File: src/rtl/demux_stream_1xn_if.sv
// Stream bus for demux_stream_1xn: one input stream fanned out to N output slots.
// The in_bcast wire exists only when DEMUX_BCAST_EN is defined.
interface demux_stream_1xn_if #(
  parameter int unsigned DATA_W = 8,
  parameter int unsigned SEL_W  = 3,
  parameter int unsigned CNT_W  = 16
) ();
  localparam int unsigned N = 2 ** SEL_W;

  logic [DATA_W-1:0]   I;
  logic [SEL_W-1:0]    sel;
  logic                in_valid;
  logic                in_ready;
`ifdef DEMUX_BCAST_EN
  logic                in_bcast;
`endif
  logic [N*DATA_W-1:0] y;
  logic [N-1:0]        y_valid;
  logic [N-1:0]        y_ready;
  logic [CNT_W-1:0]    acc_cnt;

  modport master (
    output I, sel, in_valid, y_ready,
`ifdef DEMUX_BCAST_EN
    output in_bcast,
`endif
    input  in_ready, y, y_valid, acc_cnt
  );

  modport slave (
    input  I, sel, in_valid, y_ready,
`ifdef DEMUX_BCAST_EN
    input  in_bcast,
`endif
    output in_ready, y, y_valid, acc_cnt
  );
endinterface

File: src/rtl/demux_stream_1xn.sv
// 1-to-N stream demux with one registered slot per channel and an accept counter.
// Define DEMUX_BCAST_EN to add in_bcast, which loads the word into every slot at once.
module demux_stream_1xn #(
  parameter int unsigned DATA_W = 8,
  parameter int unsigned SEL_W  = 3,
  parameter int unsigned CNT_W  = 16
) (
  input logic                clk,
  input logic                rst_n,
  demux_stream_1xn_if.slave  bus
);
  localparam int unsigned N = 2 ** SEL_W;

  logic [N-1:0]        full_q, full_d;
  logic [N*DATA_W-1:0] data_q, data_d;
  logic [CNT_W-1:0]    cnt_q, cnt_d;

  logic [N-1:0] drain;
  logic [N-1:0] sel_oh;
  logic [N-1:0] load;
  logic         sel_ready;
  logic         accept;

  assign drain     = full_q & bus.y_ready;
  assign sel_oh    = N'(1) << bus.sel;
  assign sel_ready = !full_q[bus.sel] || bus.y_ready[bus.sel];

`ifdef DEMUX_BCAST_EN
  logic all_ready;
  assign all_ready    = &(~full_q | bus.y_ready);
  assign bus.in_ready = bus.in_bcast ? all_ready : sel_ready;
  assign accept       = bus.in_valid && bus.in_ready;
  assign load         = !accept ? '0 : (bus.in_bcast ? '1 : sel_oh);
`else
  assign bus.in_ready = sel_ready;
  assign accept       = bus.in_valid && bus.in_ready;
  assign load         = accept ? sel_oh : '0;
`endif

  // A refill wins over a drain so the slot stays valid with no bubble.
  always_comb begin
    full_d = full_q;
    data_d = data_q;
    for (int unsigned k = 0; k < N; k++) begin
      if (load[k]) begin
        full_d[k]                  = 1'b1;
        data_d[k*DATA_W +: DATA_W] = bus.I;
      end else if (drain[k]) begin
        full_d[k]                  = 1'b0;
        data_d[k*DATA_W +: DATA_W] = '0;
      end
    end
    cnt_d = cnt_q + CNT_W'(accept);
  end

  always_ff @(posedge clk) begin
    if (!rst_n) begin
      full_q <= '0;
      data_q <= '0;
      cnt_q  <= '0;
    end else begin
      full_q <= full_d;
      data_q <= data_d;
      cnt_q  <= cnt_d;
    end
  end

  assign bus.y       = data_q;
  assign bus.y_valid = full_q;
  assign bus.acc_cnt = cnt_q;
endmodule

File: src/flat_wrapper.sv
// flat-port wrapper written by rule: the top's interface ports become plain ports
module demux_stream_1xn_flat 
#(
  parameter int unsigned DATA_W = 8,
  parameter int unsigned SEL_W  = 3,
  parameter int unsigned CNT_W  = 16
)
  (clk, rst_n, bus_I, bus_sel, bus_in_valid, bus_y_ready, bus_in_ready, bus_y, bus_y_valid, bus_acc_cnt);
  demux_stream_1xn_if #(.DATA_W(DATA_W), .SEL_W(SEL_W), .CNT_W(CNT_W)) bus_i ();
  input logic clk;
  input logic rst_n;
  input wire logic [$bits(bus_i.I)-1:0] bus_I;
  input wire logic [$bits(bus_i.sel)-1:0] bus_sel;
  input wire logic [$bits(bus_i.in_valid)-1:0] bus_in_valid;
  input wire logic [$bits(bus_i.y_ready)-1:0] bus_y_ready;
  output wire logic [$bits(bus_i.in_ready)-1:0] bus_in_ready;
  output wire logic [$bits(bus_i.y)-1:0] bus_y;
  output wire logic [$bits(bus_i.y_valid)-1:0] bus_y_valid;
  output wire logic [$bits(bus_i.acc_cnt)-1:0] bus_acc_cnt;
  assign bus_i.I = bus_I;
  assign bus_i.sel = bus_sel;
  assign bus_i.in_valid = bus_in_valid;
  assign bus_i.y_ready = bus_y_ready;
  assign bus_in_ready = bus_i.in_ready;
  assign bus_y = bus_i.y;
  assign bus_y_valid = bus_i.y_valid;
  assign bus_acc_cnt = bus_i.acc_cnt;
  demux_stream_1xn #(.DATA_W(DATA_W), .SEL_W(SEL_W), .CNT_W(CNT_W)) u_core (.clk(clk), .rst_n(rst_n), .bus(bus_i));
endmodule
File: config.mk
export PLATFORM = sky130hd
export DESIGN_NAME = demux_stream_1xn_flat
export DESIGN_NICKNAME = d
export VERILOG_FILES = /design/src/rtl/demux_stream_1xn_if.sv /design/src/rtl/demux_stream_1xn.sv /design/src/flat_wrapper.sv
export SDC_FILE = /design/constraint.sdc
export NUM_CORES = 1
export LEC_CHECK = 0
export ABC_CLOCK_PERIOD_IN_PS = 5100
export CAP_MARGIN = 20
export CORE_AREA = 2 2 89 91
export DETAILED_ROUTE_END_ITERATION = 16
export DIE_AREA = 0 0 91 93
export PLACE_DENSITY = 0.87
export SLEW_MARGIN = 15
export SYNTH_ARGS = -nofsm -noshare
export SYNTH_HDL_FRONTEND = slang
export SYNTH_SLANG_ARGS = --single-unit
File: constraint.sdc
create_clock -name clk -period 5.1 [get_ports clk]
set_input_delay 0.51 -clock clk [delete_from_list [all_inputs] [get_ports clk]]
set_output_delay 0.51 -clock clk [all_outputs]
set_load 0.05 [all_outputs]
**After elaboration in Yosys (flattened, before gate mapping)**

Cells that the tools add are included.

- Reduce and logical (&&, ||, !) cells: 11
- Multiplexer cells: 37
- Add/subtract/negate cells: 1
- Shift-type cells: 1
- Order comparisons: 1
- Bitwise logic cells: 1

Operators with widths:

| operator | number |
|---|---|
| $mux W8 | 17 |
| $mux W1 | 18 |
| $add A16 B1 Y16 | 1 |
| $reduce_bool A2 Y1 | 8 |
| $and A8 B8 Y8 | 1 |
| $shl A1 B3 Y8 const A | 1 |
| $bmux W1 S3 | 2 |
| $lt A3 B4 Y1 const B | 1 |
| $logic_and A1 B1 Y1 | 1 |
| $logic_not A1 Y1 | 1 |
| $logic_or A1 B1 Y1 | 1 |

- Output and inout bits: 89
- Flip-flop bits (word level): 88
- Input port bits: 22

**Longest topological paths before layout**

Gate-level depths: netlist (run 1).

- Depth in word-level cells: 7
- Mapped depth: 12

**Least setup slack after synthesis (run 1)**

No wires, ideal clock.

- Kind: in2reg
- Start: in bus_sel[1]
- End: reg u_core.cnt_q[12], in the netlist u_core.bus.acc_cnt[12]
- Data required time: 5.024 ns
- Data arrival time: 3.050 ns
- Cell stages on the path: 11
- Setup slack: 1.974 ns
- Setup time: 0.076 ns
- Buffers on the path: 1
- Cells stage by stage: buf_6 > mux2_2 > a2bb2oi_4 > o22a_1 > and2_1 > ha_1 > ha_1 > and2_1 > nand4_1 > or3_1 > a21boi_0

- Word-level cells in the longest chain between the ends: 6

RTL lines:

| what | RTL line | RTL |
|---|---|---|
| start: declaration | flat_wrapper.sv:13 | `input wire logic [$bits(bus_i.sel)-1:0] bus_sel;` |
| $bmux W1 S3 | demux_stream_1xn.sv:26 | `assign sel_ready = !full_q[bus.sel] \|\| bus.y_ready[bus.sel];` |
| $mux W1 (implied by the code) | demux_stream_1xn.sv:26 |  |
| $logic_not A1 Y1 | demux_stream_1xn.sv:26 |  |
| $logic_or A1 B1 Y1 (*) | demux_stream_1xn.sv:26 |  |
| via bus_in_ready | flat_wrapper.sv:16 | `output wire logic [$bits(bus_i.in_ready)-1:0] bus_in_ready;` |
| $logic_and A1 B1 Y1 (*) | demux_stream_1xn.sv:36 | `assign accept = bus.in_valid && bus.in_ready;` |
| $add A16 B1 Y16 (*) | demux_stream_1xn.sv:53 | `cnt_d = cnt_q + CNT_W'(accept);` |
| end signal: assignment | demux_stream_1xn.sv:64 | `cnt_q <= cnt_d;` |
| end: declaration | demux_stream_1xn.sv:16 | `logic [CNT_W-1:0] cnt_q, cnt_d;` |

Mark *: on every way through the listed nets, which the timed path passes. The rest lies on a longest branch. The select of a mux whose other input is x is not followed.
A chain may end at the register's enable or synchronous reset.

**Worst setup path after layout (run 1)**

- Start: in bus_sel[1]
- End: out bus_in_ready

- Word-level cells in the longest chain between the ends: 4

RTL lines:

| what | RTL line |
|---|---|
| $bmux W1 S3 | demux_stream_1xn.sv:26 |
| $mux W1 (implied by the code) | demux_stream_1xn.sv:26 |
| $logic_not A1 Y1 | demux_stream_1xn.sv:26 |
| $logic_or A1 B1 Y1 (*) | demux_stream_1xn.sv:26 |
| end: declaration | flat_wrapper.sv:16 |

Mark *: on every way between the ends. The rest lies on a longest branch, timed or not. The select of a mux whose other input is x is not followed.

==> results of run 1 <==
==> final cells by class <==
class | count | area, um2
timing repair buffer | 111 | 1110
inverter | 2 | 7.51
multi-input combinational | 249 | 1780
sequential | 88 | 1760
clock inverter | 6 | 93.8
tap | 102 | 128
fill | 630 | 2520
clock buffer | 10 | 128
==> cell usage after synthesis (all sizes together) <==
| library cell | instances | area, um2 |
|---|---|---|
| dfxtp | 88 | 1760 |
| nand2 | 78 | 293 |
| mux2i | 69 | 691 |
| a21boi | 21 | 158 |
| and2 | 12 | 75.1 |
| nand2b | 12 | 75.1 |
| buf | 11 | 118 |
| o221ai | 8 | 120 |
| nor2 | 7 | 26.3 |
| xnor2 | 6 | 52.6 |
| mux2 | 5 | 60.1 |
| o21ai | 5 | 25.0 |
| or3 | 5 | 31.3 |
| clkbuf | 4 | 15.0 |
| nand3 | 4 | 20.0 |
| nand4 | 3 | 18.8 |
| and3 | 2 | 12.5 |
| ha | 2 | 25.0 |
| inv | 2 | 7.51 |
| nor3 | 2 | 10.0 |
| o22a | 2 | 17.5 |
| xor2 | 2 | 17.5 |
| a2bb2oi | 1 | 26.3 |
| and4 | 1 | 8.76 |
| o311ai | 1 | 8.76 |
| o41ai | 1 | 8.76 |
==> sequential cells by signal, indices dropped and copies added (netlist names) <==
| name | flops |
|---|---|
| u_core.bus.y | 64 |
| u_core.bus.y_valid | 8 |
| u_core.bus.acc_cnt | 16 |
==> worst max-delay path, stage by stage <==
cell,delay [ps]
clkdlybuf4s50_1,790
mux2_2,390
o22a_1,340
o22a_1,290
clkdlybuf4s50_1,710
==> per-stage QoR <==
step	hold WS [ps]	cells	worst slack, ps
floorplan	678	354	1970
global placement	445	552	1520
detailed placement	453	552	1370
CTS	465	568	1560
global route	482	568	1470
finish	465	568	1540
==> how the worst max path moves through the flow <==
stage,cells after the start,slack (ps),to,from
global placement,11,1520,u_core.bus.acc_cnt[12]$_SDFF_PN0_,bus_sel[1]
CTS,5,1560,bus_in_ready,bus_sel[1]
detailed placement,11,1370,u_core.bus.acc_cnt[14]$_SDFF_PN0_,bus_sel[1]
floorplan,11,1970,u_core.bus.acc_cnt[12]$_SDFF_PN0_,bus_sel[1]
global route,5,1470,bus_in_ready,bus_sel[1]
finish,5,1540,bus_in_ready,bus_sel[1]
==> power groups by stage <==
stage / clock (mW) / sequential [mW] / combinational, mW
floorplan: 0 / 0.774 / 0.0671
global placement: 0 / 0.726 / 0.173
detailed placement: 0 / 0.726 / 0.176
CTS: 0.538 / 0.710 / 0.177
global route: 0.565 / 0.712 / 0.186
finish: 0.531 / 0.710 / 0.176
==> logic make-up after synthesis <==
kind of cell	Yosys count	share of synthesized area [%]
buffers and inverters	17	3.81
adder cells (fa/ha/maj)	2	0.679
multiplexers	74	20.4
XOR/XNOR	8	1.90
AND/OR/NAND/NOR	126	15.5
AO/OA/AOI/OAI	39	9.89
flip-flops	88	47.8
==> layer usage <==
metal  GRT usage (%)  part of all wire (%)  up-vias
met2            39.8                    51       81
met5               0                     0        -
met4            8.08                   1.4        0
met1            26.1                    43     1415
li1                -                     -     1438
met3            6.20                   4.9       12
==> impl_metrics.yaml, run 1 <==
clocking:
  hold_buffers: 0
  cts.path.max_buffers: 2
  cts_setup_buffers: 0
  cts_max_level: 3
  cts_made_buffers: 9
  clk-insertion-delay-late_ps: 360
  cts_tree: "built"
  cts_root_buf: "clkbuf_8"
  cts_sinks: 88
  post_cts_resized: 0
  path_clk_slew_ps: 90
sta:
  finClkSkew_ps: 8.66
  fin_tns_setup_ps: 0
  timing.final.max_slew_violations: 0
  slew_headroom_pct: 32.4
  rsz0062_at_grt: "no"
  worst_pin_slew_ps: 1000
  hold_viol: 0
  timing.final.crit_share_pct: 69.7
  period_minus_slack_ps: 3560
  setup_viol: 0
  fmax_mhz: 281
yosys:
  synth_seq_area_share_pct: 47.8
  syn_area_um2: 3680
  syn_nets: 378
  yosys_warnings: 0
  synth-seq-cells: 88
  synthCells: 354
  synth_cell_types: 29
  syn_avg_cell_area_um2: 10.4
route:
  first_pass_iters: 4
  drc_errors: 0
  viasPerCell: 5.19
  drt_wl_total_mm: 9.29
  drtIter0Drc: 96
  num_vias: 2946
  wl_per_cell_um: 16.3
  postRouteAntennaNets: 0
place:
  dpl_cell_area_um2: 4790
  io_buffers: 110
  gp_congestion: 0.806
  dp.final_hpwl_mm: 6.71
worst_setup_path:
  endpoint_kind: "output pin"
  arrival_ps: 3050
  r2r_cells: 10
  critPathLaunchType: "primary input"
  cp.required_ps: 4590
  critPathMaxFanout: 10
  critPathKind: "primary input to output pin"
  r2r-end: "u_core.bus.acc_cnt[14]$_SDFF_PN0_"
  reg2reg_from: "u_core.bus.y_valid[6]$_SDFFE_PN0P_"
  r2r_setup_slack_ps: 2570
power:
  clock_power_share_pct: 37.5
  peakVddDrop_uv: 175
  power_switching_uw: 373
  power.leakage_nw: 2.14
  power_density_nw_per_um2: 283
  fin_total_pwr_mw: 1.42
  intPower_mw: 1.04
  combPwrFrac_pct: 12.4
  p_sw_share_pct: 26.3
  p_seq_share_pct: 50.1
job:
  drv_cap: 0
die:
  die_w_um: 91
  die_area_um2: 8460
  start_util_pct: 48.9
  coreArea_um2: 7530
  fp-row-count: 32
  dieHeight_um: 93
  io_pins: 111
min_path:
  min_to: "u_core.bus.y[21]$_SDFFE_PN0P_"
  min-delay-start: "u_core.bus.y[21]$_SDFFE_PN0P_"
  hp-class: "register to register"
  worstHoldPathCells: 2
cells_and_area:
  layout-drive-gt1-share_pct: 6.44
  synthToLayoutAreaGrowth_pct: 36.0
  final_core_util_pct: 66.5
  layout_commonest_cell: "clkdlybuf4s50_1"
  n_antenna_cell: 0
  layout_common_cells: "clkdlybuf4s50_1, dfxtp_1, nand2_1"
  final_area_um2: 5010
  nets: 485
grt:
  grt_overflow: 0
  grt_start_max_net_pins: 42
  grt_pass1_wl_mm: 14.9
  track_usage_pct: 22.5
  grt_pass1_vias: 3023
  antenna_found_initial: 0
status:
  status: "completed"
Note: power is estimated with default switching activity, not from simulation.
==> run 2, diff against run 1 <==
--- a/config.mk
+++ b/config.mk
@@ -5,12 +5,12 @@
 export SDC_FILE = /design/constraint.sdc
 export NUM_CORES = 1
 export LEC_CHECK = 0
-export ABC_CLOCK_PERIOD_IN_PS = 5100
+export ABC_CLOCK_PERIOD_IN_PS = 3100
 export CAP_MARGIN = 20
-export CORE_AREA = 2 2 89 91
+export CORE_AREA = 2 2 97 99
 export DETAILED_ROUTE_END_ITERATION = 16
-export DIE_AREA = 0 0 91 93
-export PLACE_DENSITY = 0.87
+export DIE_AREA = 0 0 99 101
+export PLACE_DENSITY = 0.78
 export SLEW_MARGIN = 15
 export SYNTH_ARGS = -nofsm -noshare
 export SYNTH_HDL_FRONTEND = slang
==> constraint.sdc (replaced) <==
create_clock -name clk -period 3.1 [get_ports clk]
set_input_delay 0.31 -clock clk [delete_from_list [all_inputs] [get_ports clk]]
set_output_delay 0.31 -clock clk [all_outputs]
set_load 0.05 [all_outputs]
==> run 2 against run 1 <==
Net effect: die area up 18%; first-iteration DRC count shrank 15%; wire length rose by 1.9%; clock power rose by 63%; largest cell class unchanged; critical path type is now primary input to register; clock skew up 2.1 ps; combinational power increased by 73%; final cell count up 3.9%.
==> impl_metrics.yaml, run 2 (synthesized netlist as in run 1, its figures left out) <==
status:
  status: "completed"
job:
  drv_cap: 0
route:
  wl_per_cell_um: 16.0
  m1WireLength_mm: 4.32
  postRouteAntennaNets: 0
  drc_errors: 0
  met3WireLength_um: 488
  drtIter0Drc: 82
  viasPerCell: 5.03
  drt_wl_total_mm: 9.47
  dr_wl_met2_mm: 4.50
  top_layer_used: "met4"
  num_vias: 2966
  first_pass_iters: 4
die:
  start_util_pct: 41.0
  dieHeight_um: 101
  io_pins: 111
  coreArea_um2: 8980
  die_area_um2: 10000
  fp-row-count: 35
  die_w_um: 99
clocking:
  cts_setup_buffers: 0
  cts.path.max_buffers: 2
  clk-insertion-delay-late_ps: 350
  path_clk_slew_ps: 90
  cts_tree: "built"
  post_cts_resized: 0
  cts_max_level: 3
  cts_root_buf: "clkbuf_8"
  cts_sinks: 88
  cts_made_buffers: 9
  hold_buffers: 0
sta:
  finClkSkew_ps: 10.8
  hold_viol: 0
  hold-worst-slack_ps: 469
  fmax_mhz: 373
  timing.final.max_slew_violations: 0
  timing.final.crit_share_pct: 86.5
  setup_ws_ps: 419
  setup_viol: 0
  period_minus_slack_ps: 2680
  fin_tns_setup_ps: 0
  worst_pin_slew_ps: 702
  rsz0062_at_grt: "no"
  slew_headroom_pct: 53.2
worst_setup_path:
  critPathMaxFanout: 10
  path_cells: "clkdlybuf4s50_1 -> buf_4 -> mux2i_1 -> mux2_2 -> o22a_1 -> and2_1 -> ha_1 -> ha_1 -> and2_1 -> nand4_1 -> or3_1 -> a21boi_0"
  arrival_ps: 2960
  cp.required_ps: 3380
  reg2reg_from: "u_core.bus.y_valid[6]$_SDFFE_PN0P_"
  critPathKind: "primary input to register"
  critPathLaunchType: "primary input"
  critical_path.startpoint: "bus_sel[1]"
  slowest_stage: "clkdlybuf4s50_1"
  cp_slowest_stage_delay_ps: 450
  endpoint_kind: "register"
  r2r_cells: 10
cells_and_area:
  layout_commonest_cell: "clkdlybuf4s50_1"
  largest_register_ffs: 64
  layout_common_cells: "clkdlybuf4s50_1, dfxtp_1, nand2_1"
  fin_cells: 590
  layout-drive-gt1-share_pct: 9.39
  synthToLayoutAreaGrowth_pct: 38.9
  n_antenna_cell: 0
  nets: 499
  fillers: 803
place:
  io_buffers: 110
  gp_congestion: 0.811
  place_inst: 575
  dp.final_hpwl_mm: 7.05
  place_ws_ps: 39.4
power:
  power.leakage_nw: 2.20
  peakVddDrop_uv: 230
  power_density_nw_per_um2: 457
grt:
  grt_pass1_vias: 3058
  grt_pass1_wl_mm: 15.2
  grt_overflow: 0
  track_usage_pct: 19.6
  antenna_found_initial: 0
  grt_start_max_net_pins: 23
min_path:
  worstHoldPathCells: 2
  min-delay-start: "u_core.bus.y[37]$_SDFFE_PN0P_"
  hp-class: "register to register"
==> run 2: changes by cell type in the layout (fill, tap and decap cells not counted) <==
cell | previous run | this run
buf_4 | 1 | 16
inv_6 | 0 | 2
clkinvlp_4 | 1 | 2
clkdlybuf4s50_1 | 110 | 109
clkbuf_1 | 1 | 0
clkinv_4 | 3 | 0
==> run 2: worst max-delay path: cells and delay by family <==
family / cells / cell delay [ps]
simple gates: 4 / 960
buf+inv: 2 / 640
mux: 2 / 400
fa+ha+maj: 2 / 330
compound gates: 2 / 310
==> run 2: layout make-up <==
class / count / area [um2] / share of cell area [%]
clock buffer: 9 / 124 / 2.42
clock inverter: 6 / 92.6 / 1.81
inverter: 2 / 7.51 / 0.147
multi-input combinational: 249 / 1780 / 34.8
sequential: 88 / 1760 / 34.4
tap: 111 / 139 / 2.71
timing repair buffer: 125 / 1210 / 23.7
==> run 2: metal layers <==
metal  up-vias  GRT usage [%]
li1       1469              -
met1      1406           24.9
met2        78           32.1
met3        13           4.58
met4         0           8.32
met5         -              0
==> run 2: power breakdown <==
part / internal, mW / switching, mW
sequential: 1.15 / 0.0149
clock: 0.455 / 0.410
combinational: 0.118 / 0.186
total: 1.73 / 0.612
==> run 2: path summary, 6_finish.rpt <==
kind | end | slack (ps)
setup reg to reg | u_core.bus.acc_cnt[14]$_SDFF_PN0_ | 740
hold / removal | u_core.bus.y[37]$_SDFFE_PN0P_ | 470
setup / recovery | u_core.bus.acc_cnt[14]$_SDFF_PN0_ | 420
hold reg to reg | u_core.bus.y[37]$_SDFFE_PN0P_ | 470
==> run 2: stage by stage <==
stage | instance area, um2 | total power, mW | util [%]
2_1_floorplan | 3680 | 1.38 | -
3_3_place_gp | 4900 | 1.49 | 54.6
3_5_place_dp | 4900 | 1.50 | 54.6
4_1_cts | 5120 | 2.36 | 57.0
5_1_grt | 5120 | 2.43 | 57.0
6_report | 5120 | 2.34 | 57.0
==> run 3, diff against run 2 <==
--- a/config.mk
+++ b/config.mk
@@ -11,7 +11,7 @@
 export DETAILED_ROUTE_END_ITERATION = 16
 export DIE_AREA = 0 0 99 101
 export PLACE_DENSITY = 0.78
-export SLEW_MARGIN = 15
+export SLEW_MARGIN = 20
 export SYNTH_ARGS = -nofsm -noshare
 export SYNTH_HDL_FRONTEND = slang
 export SYNTH_SLANG_ARGS = --single-unit
==> results of run 3 <==
Same layout as run 2: the final DEF is identical, and so are final timing and power.
